**src/rtl/nrdiv_pkg.sv**
```systemverilog
// rtl/nrdiv_pkg.sv - shared types and constants for the non-restoring divider
package nrdiv_pkg;

  typedef enum logic [1:0] {
    ST_IDLE = 2'd0,
    ST_ITER = 2'd1,
    ST_FIX  = 2'd2
`ifdef NRDIV_SIGNED_EN
    , ST_SIGN = 2'd3
`endif
  } state_t;

  function automatic int nrdiv_cnt_width(input int width);
    return $clog2(width + 1);
  endfunction

  localparam logic [31:0] DBZ_QUOTIENT = 32'hFFFF_FFFF;

endpackage

```
**src/rtl/nrdiv_addsub.sv**
```systemverilog
// rtl/nrdiv_addsub.sv - WIDTH+1-bit modular adder/subtractor with sub select
module nrdiv_addsub #(
  parameter int WIDTH = 8
) (
  input  logic [WIDTH:0] a,
  input  logic [WIDTH:0] b,
  input  logic           sub,
  output logic [WIDTH:0] y
);

  assign y = sub ? (a - b) : (a + b);

endmodule

```
**src/rtl/nonrestoring_divider.sv**
```systemverilog
// rtl/nonrestoring_divider.sv - multi-cycle non-restoring divider, start/done handshake
// Signed two's-complement operation is compiled in with NRDIV_SIGNED_EN.
module nonrestoring_divider
  import nrdiv_pkg::*;
#(
  parameter int WIDTH = 8
) (
  input  logic             clk,
  input  logic             reset,
  input  logic             start,
  input  logic [WIDTH-1:0] dividend,
  input  logic [WIDTH-1:0] divisor,
  output logic             busy,
  output logic             done,
  output logic [WIDTH-1:0] quotient,
  output logic [WIDTH-1:0] remainder,
  output logic             div_by_zero
);

  localparam int CW = nrdiv_cnt_width(WIDTH);

  state_t           state, state_nxt;
  logic [WIDTH:0]   a, a_nxt;
  logic [WIDTH-1:0] q, q_nxt;
  logic [WIDTH-1:0] d, d_nxt;
  logic [CW-1:0]    cnt, cnt_nxt;
  logic             dbz_pend, dbz_pend_nxt;
  logic [WIDTH-1:0] quotient_nxt, remainder_nxt;
  logic             dbz_nxt, busy_nxt, done_nxt;
  logic [WIDTH:0]   as_a, as_y, a_fix;
  logic             as_sub;
  logic [WIDTH-1:0] dividend_mag, divisor_mag;

`ifdef NRDIV_SIGNED_EN
  logic neg_q, neg_q_nxt, neg_r, neg_r_nxt;
  assign dividend_mag = dividend[WIDTH-1] ? -dividend : dividend;
  assign divisor_mag  = divisor[WIDTH-1]  ? -divisor  : divisor;
`else
  assign dividend_mag = dividend;
  assign divisor_mag  = divisor;
`endif

  // ITER feeds the shifted {A,Q}; FIX reuses the same unit for the A+D correction.
  assign as_a   = (state == ST_ITER) ? {a[WIDTH-1:0], q[WIDTH-1]} : a;
  assign as_sub = (state == ST_ITER) ? ~a[WIDTH] : 1'b0;
  assign a_fix  = a[WIDTH] ? as_y : a;

  nrdiv_addsub #(.WIDTH(WIDTH)) u_addsub (
    .a   (as_a),
    .b   ({1'b0, d}),
    .sub (as_sub),
    .y   (as_y)
  );

  always_ff @(posedge clk or posedge reset) begin
    if (reset) begin
      state       <= ST_IDLE;
      a           <= '0;
      q           <= '0;
      d           <= '0;
      cnt         <= '0;
      dbz_pend    <= 1'b0;
      quotient    <= '0;
      remainder   <= '0;
      div_by_zero <= 1'b0;
      busy        <= 1'b0;
      done        <= 1'b0;
`ifdef NRDIV_SIGNED_EN
      neg_q       <= 1'b0;
      neg_r       <= 1'b0;
`endif
    end else begin
      state       <= state_nxt;
      a           <= a_nxt;
      q           <= q_nxt;
      d           <= d_nxt;
      cnt         <= cnt_nxt;
      dbz_pend    <= dbz_pend_nxt;
      quotient    <= quotient_nxt;
      remainder   <= remainder_nxt;
      div_by_zero <= dbz_nxt;
      busy        <= busy_nxt;
      done        <= done_nxt;
`ifdef NRDIV_SIGNED_EN
      neg_q       <= neg_q_nxt;
      neg_r       <= neg_r_nxt;
`endif
    end
  end

  always_comb begin
    state_nxt     = state;
    a_nxt         = a;
    q_nxt         = q;
    d_nxt         = d;
    cnt_nxt       = cnt;
    dbz_pend_nxt  = dbz_pend;
    quotient_nxt  = quotient;
    remainder_nxt = remainder;
    dbz_nxt       = div_by_zero;
    busy_nxt      = busy;
    done_nxt      = 1'b0;
`ifdef NRDIV_SIGNED_EN
    neg_q_nxt     = neg_q;
    neg_r_nxt     = neg_r;
`endif
    case (state)
      ST_IDLE: begin
        if (start) begin
          busy_nxt = 1'b1;
          if (divisor == '0) begin
            // Zero divisor: park the raw dividend in Q and let FIX publish it.
            dbz_pend_nxt = 1'b1;
            q_nxt        = dividend;
            state_nxt    = ST_FIX;
          end else begin
            dbz_pend_nxt = 1'b0;
            a_nxt        = '0;
            q_nxt        = dividend_mag;
            d_nxt        = divisor_mag;
            cnt_nxt      = CW'(WIDTH);
            state_nxt    = ST_ITER;
`ifdef NRDIV_SIGNED_EN
            neg_q_nxt    = dividend[WIDTH-1] ^ divisor[WIDTH-1];
            neg_r_nxt    = dividend[WIDTH-1];
`endif
          end
        end
      end
      ST_ITER: begin
        a_nxt   = as_y;
        q_nxt   = {q[WIDTH-2:0], ~as_y[WIDTH]};
        cnt_nxt = cnt - CW'(1);
        if (cnt == CW'(1)) state_nxt = ST_FIX;
      end
      ST_FIX: begin
        if (dbz_pend) begin
          quotient_nxt  = DBZ_QUOTIENT[WIDTH-1:0];
          remainder_nxt = q;
          dbz_nxt       = 1'b1;
          done_nxt      = 1'b1;
          busy_nxt      = 1'b0;
          state_nxt     = ST_IDLE;
        end else begin
`ifdef NRDIV_SIGNED_EN
          a_nxt         = a_fix;
          state_nxt     = ST_SIGN;
`else
          quotient_nxt  = q;
          remainder_nxt = a_fix[WIDTH-1:0];
          dbz_nxt       = 1'b0;
          done_nxt      = 1'b1;
          busy_nxt      = 1'b0;
          state_nxt     = ST_IDLE;
`endif
        end
      end
`ifdef NRDIV_SIGNED_EN
      ST_SIGN: begin
        quotient_nxt  = neg_q ? -q : q;
        remainder_nxt = neg_r ? -a[WIDTH-1:0] : a[WIDTH-1:0];
        dbz_nxt       = 1'b0;
        done_nxt      = 1'b1;
        busy_nxt      = 1'b0;
        state_nxt     = ST_IDLE;
      end
`endif
      default: state_nxt = ST_IDLE;
    endcase
  end

endmodule

```
**config.mk**
```make
export PLATFORM = sky130hd
export DESIGN_NAME = nonrestoring_divider
export DESIGN_NICKNAME = d
export VERILOG_FILES = /design/src/rtl/nrdiv_pkg.sv /design/src/rtl/nrdiv_addsub.sv /design/src/rtl/nonrestoring_divider.sv
export SDC_FILE = /design/constraint.sdc
export NUM_CORES = 1
export LEC_CHECK = 0
export BUFFER_PORTS_ARGS = -buffer_cell sky130_fd_sc_hd__buf_4
export CAP_MARGIN = 20
export CELL_PAD_IN_SITES_DETAIL_PLACEMENT = 1
export CELL_PAD_IN_SITES_GLOBAL_PLACEMENT = 1
export CORE_ASPECT_RATIO = 1.1
export CORE_UTILIZATION = 45
export CTS_BUF_LIST = sky130_fd_sc_hd__clkbuf_16
export CTS_CLUSTER_SIZE = 20
export DETAILED_ROUTE_END_ITERATION = 10
export PLACE_DENSITY = 0.89
export SYNTH_ARGS = -nofsm -noshare
export SYNTH_HDL_FRONTEND = slang
export SYNTH_HIERARCHICAL = 1
export SYNTH_SLANG_ARGS = --single-unit
```
**constraint.sdc**
```tcl
create_clock -name clk -period 3.8 [get_ports clk]
set_clock_uncertainty 0.2 [all_clocks]
set_input_delay 0.76 -clock clk [delete_from_list [all_inputs] [get_ports clk]]
set_output_delay 0.76 -clock clk [all_outputs]
set_load 0.02 [all_outputs]
```
==> flow_metrics.env <==
export IMPL_outcome="complete, no violations"
export IMPL_die_w_um=81.5
export IMPL_drv_cap=0
export IMPL_grt_max_degree=52
export IMPL_clk_latency_ns=0.29
export IMPL_fmax_mhz=285
export IMPL_via_per_inst=5.71
export IMPL_critPathMaxFanout=13
export IMPL_start_util_pct=46.9
export IMPL_reg2reg_depth=13
export IMPL_cts_buffer_depth=2
export IMPL_drive_gt1_share_pct=23.4
export IMPL_grt_overflow_total=0
export IMPL_ys_seq_elements=51
export IMPL_cts_tree="done"
export IMPL_synth_top_cell_by_area="dfrtp_1"
export IMPL_io_pins=38
export IMPL_synth_cell_area_um2=3130
export IMPL_num_rows=31
export IMPL_final_nets=397
export IMPL_seq_area_frac_synth_pct=40.8
export IMPL_synth_area_leaders="dfrtp_1 41%, nand2_1 6.6%, o21ai_0 4.8%, ha_1 4.4%, mux2_4 3.8%"
export IMPL_grt_pass1_vias=2791
export IMPL_track_usage_pct=25.3
export IMPL_synth_edff_count=0
export IMPL_rrSetupSlack_ns=0.29
export IMPL_synth_nets=362
export IMPL_clkSinkCount=51
export IMPL_setup_viol=0
export IMPL_cts_max_level=2
export IMPL_core_um2=6670
export IMPL_drt_iter0_drc=149
export IMPL_relSlewSlack_pct=28.3
export IMPL_grt_antenna_before_repair=0
export IMPL_ys_top_cells_by_count="55 x nand2_1, 51 x dfrtp_1, 30 x o21ai_0"
export IMPL_dr_max_layer_used="met4"
export IMPL_startpoint_type="flop"
export IMPL_port_buffers=37
export IMPL_path_clk_slew_ns=0.07
export IMPL_wl_per_cell_um=18.0
export IMPL_dieArea_um2=7290
export IMPL_grt_pass1_wl_mm=13.9
export IMPL_area_growth_pct=17.1
export IMPL_async_flop_share_pct=100
export IMPL_via_count=2563
export IMPL_netlist_area_leader_share_pct=40.8
export IMPL_drtPass1Iterations=4
export IMPL_fin_crit_ns=3.51
export IMPL_cts_root_buffer="clkbuf_16"
export IMPL_synthFlopType="dfrtp_1"
export IMPL_postSynthCellCount=331
export IMPL_final_core_util_pct=54.9
export IMPL_wl_met1_mm=3.51
export IMPL_holdWs_ns=0.197
export IMPL_timing_final_crit_share_pct=92.2
export IMPL_setup_worst_path_end_class="flop"
export IMPL_tns_ns=0
export IMPL_ys_types=49
export IMPL_synth_avg_cell_area_um2=9.46
export IMPL_rsz0062_at_grt="false"
export IMPL_globalplace_congestion=0.823
export IMPL_critPathArrivalTime_ns=3.48
export IMPL_drc=0
export IMPL_final_hold_violation_count=0
export IMPL_cts_hold_buffers=0
export IMPL_criticalPathCategory="reg2reg"
export IMPL_slew_violations=0
export IMPL_worstPathRequired_ns=3.77
export IMPL_antenna_cells=0
export IMPL_hpwl_mm=5.94
export IMPL_drt_total_wl_mm=8.10
export IMPL_ys_warn_count=6
export IMPL_wl_met3_um=245
export IMPL_synth_most_common_cell="nand2_1"
export IMPL_cts_inserted_buffers=5
export IMPL_ant_nets=0
export IMPL_hp_class="in2async"
export IMPL_dieHeight_um=89.5
export IMPL_dr_wl_met2_mm=4.17
export IMPL_max_slew_worst_pin_slew_ns=1.07
-- worst max-delay path: stages, from the launching register on --
cell	delay, ns
dfrtp_1	0.54
nand2b_1	0.26
nor2_1	0.18
mux2_2	0.39
inv_1	0.08
ha_1	0.22
nor2b_1	0.14
o31a_1	0.26
o21ai_1	0.17
nor2b_1	0.22
xnor2_1	0.14
mux2i_1	0.17
o21ai_0	0.12
mux2_2	0.31
-- cells by family (layout without fill, tap and decap cells) --
group                    Yosys count  count (layout)  share of synthesized area (%)
AO/OA/AOI/OAI                     82              82                           16.9
XOR/XNOR                          13              13                           3.64
adder cells (fa/ha/maj)           12              12                           5.04
buffers and inverters             33              69                           4.56
flip-flops                        51              51                           40.8
multiplexers                      25              25                           9.63
other                              1               1                          0.120
AND/OR/NAND/NOR                  114             114                           19.4
-- registers in the layout (all words and copies together) (netlist names) --
name,cells
quotient,8
remainder,8
cnt,4
div_by_zero,1
q,8
busy,1
d,8
done,1
state,2
a,9
dbz_pend,1
-- stage by stage --
step                instances  instance area [µm²]  setup slack [ns]
floorplan                 331                 3130             0.456
global placement          440                 3490             0.497
detailed placement        440                 3490             0.364
CTS                       448                 3640             0.286
global route              449                 3660             0.123
finish                    449                 3660             0.295
-- final timing paths --
kind,start,endpoint
max,state[1],remainder[5]
min,reset,quotient[6]
max reg2reg,state[1],remainder[5]
min reg2reg,quotient[6],quotient[6]
max in group asynchronous,reset,d[7]
min in group clk,quotient[6],quotient[6]
-- layout make-up --
cell class	count	area, µm²
multi-input combinational	247	1710
timing repair buffer	47	365
fill	772	3010
clock buffer	5	125
tap	82	103
clock inverter	3	28.8
sequential	51	1280
inverter	14	52.6
-- routing by layer --
metal	global-route usage (%)	up-vias
li1	-	1206
met1	30.3	1273
met2	45.7	66
met3	3.67	18
met4	8.93	0
met5	0	-
-- layout by cell type (no fill, tap or decap), drive strengths merged, types with 2 or more instances in the layout --
master  Yosys  layout
o31a        3       3
a21boi      3       3
o21ai      40      40
o21bai      3       3
nor2b       6       6
a31oi       2       2
ha         11      11
clkbuf     11       5
inv        14      15
mux2       17      17
nand2      55      55
a22oi      10      10
nor3b       5       5
nor3        4       4
a21oi      12      12
nand2b     13      13
xor2        2       2
and3b       6       6
dfrtp      51      51
xnor2      11      11
o21a        3       3
clkinv      0       2
nor4        3       3
mux2i       8       8
buf         8      47
nand3       3       3
nor2       18      18
-- timing repair --
| item | CTS | global route |
|---|---|---|
| endpoints found under the setup margin | 0 | 1 |
| buffers inserted | 0 | 0 |
| resized for setup | 0 | 1 |
Power is left out: the tool's default activity adds up to more than one toggle a clock period on the data nets, which glitch-free logic cannot reach.
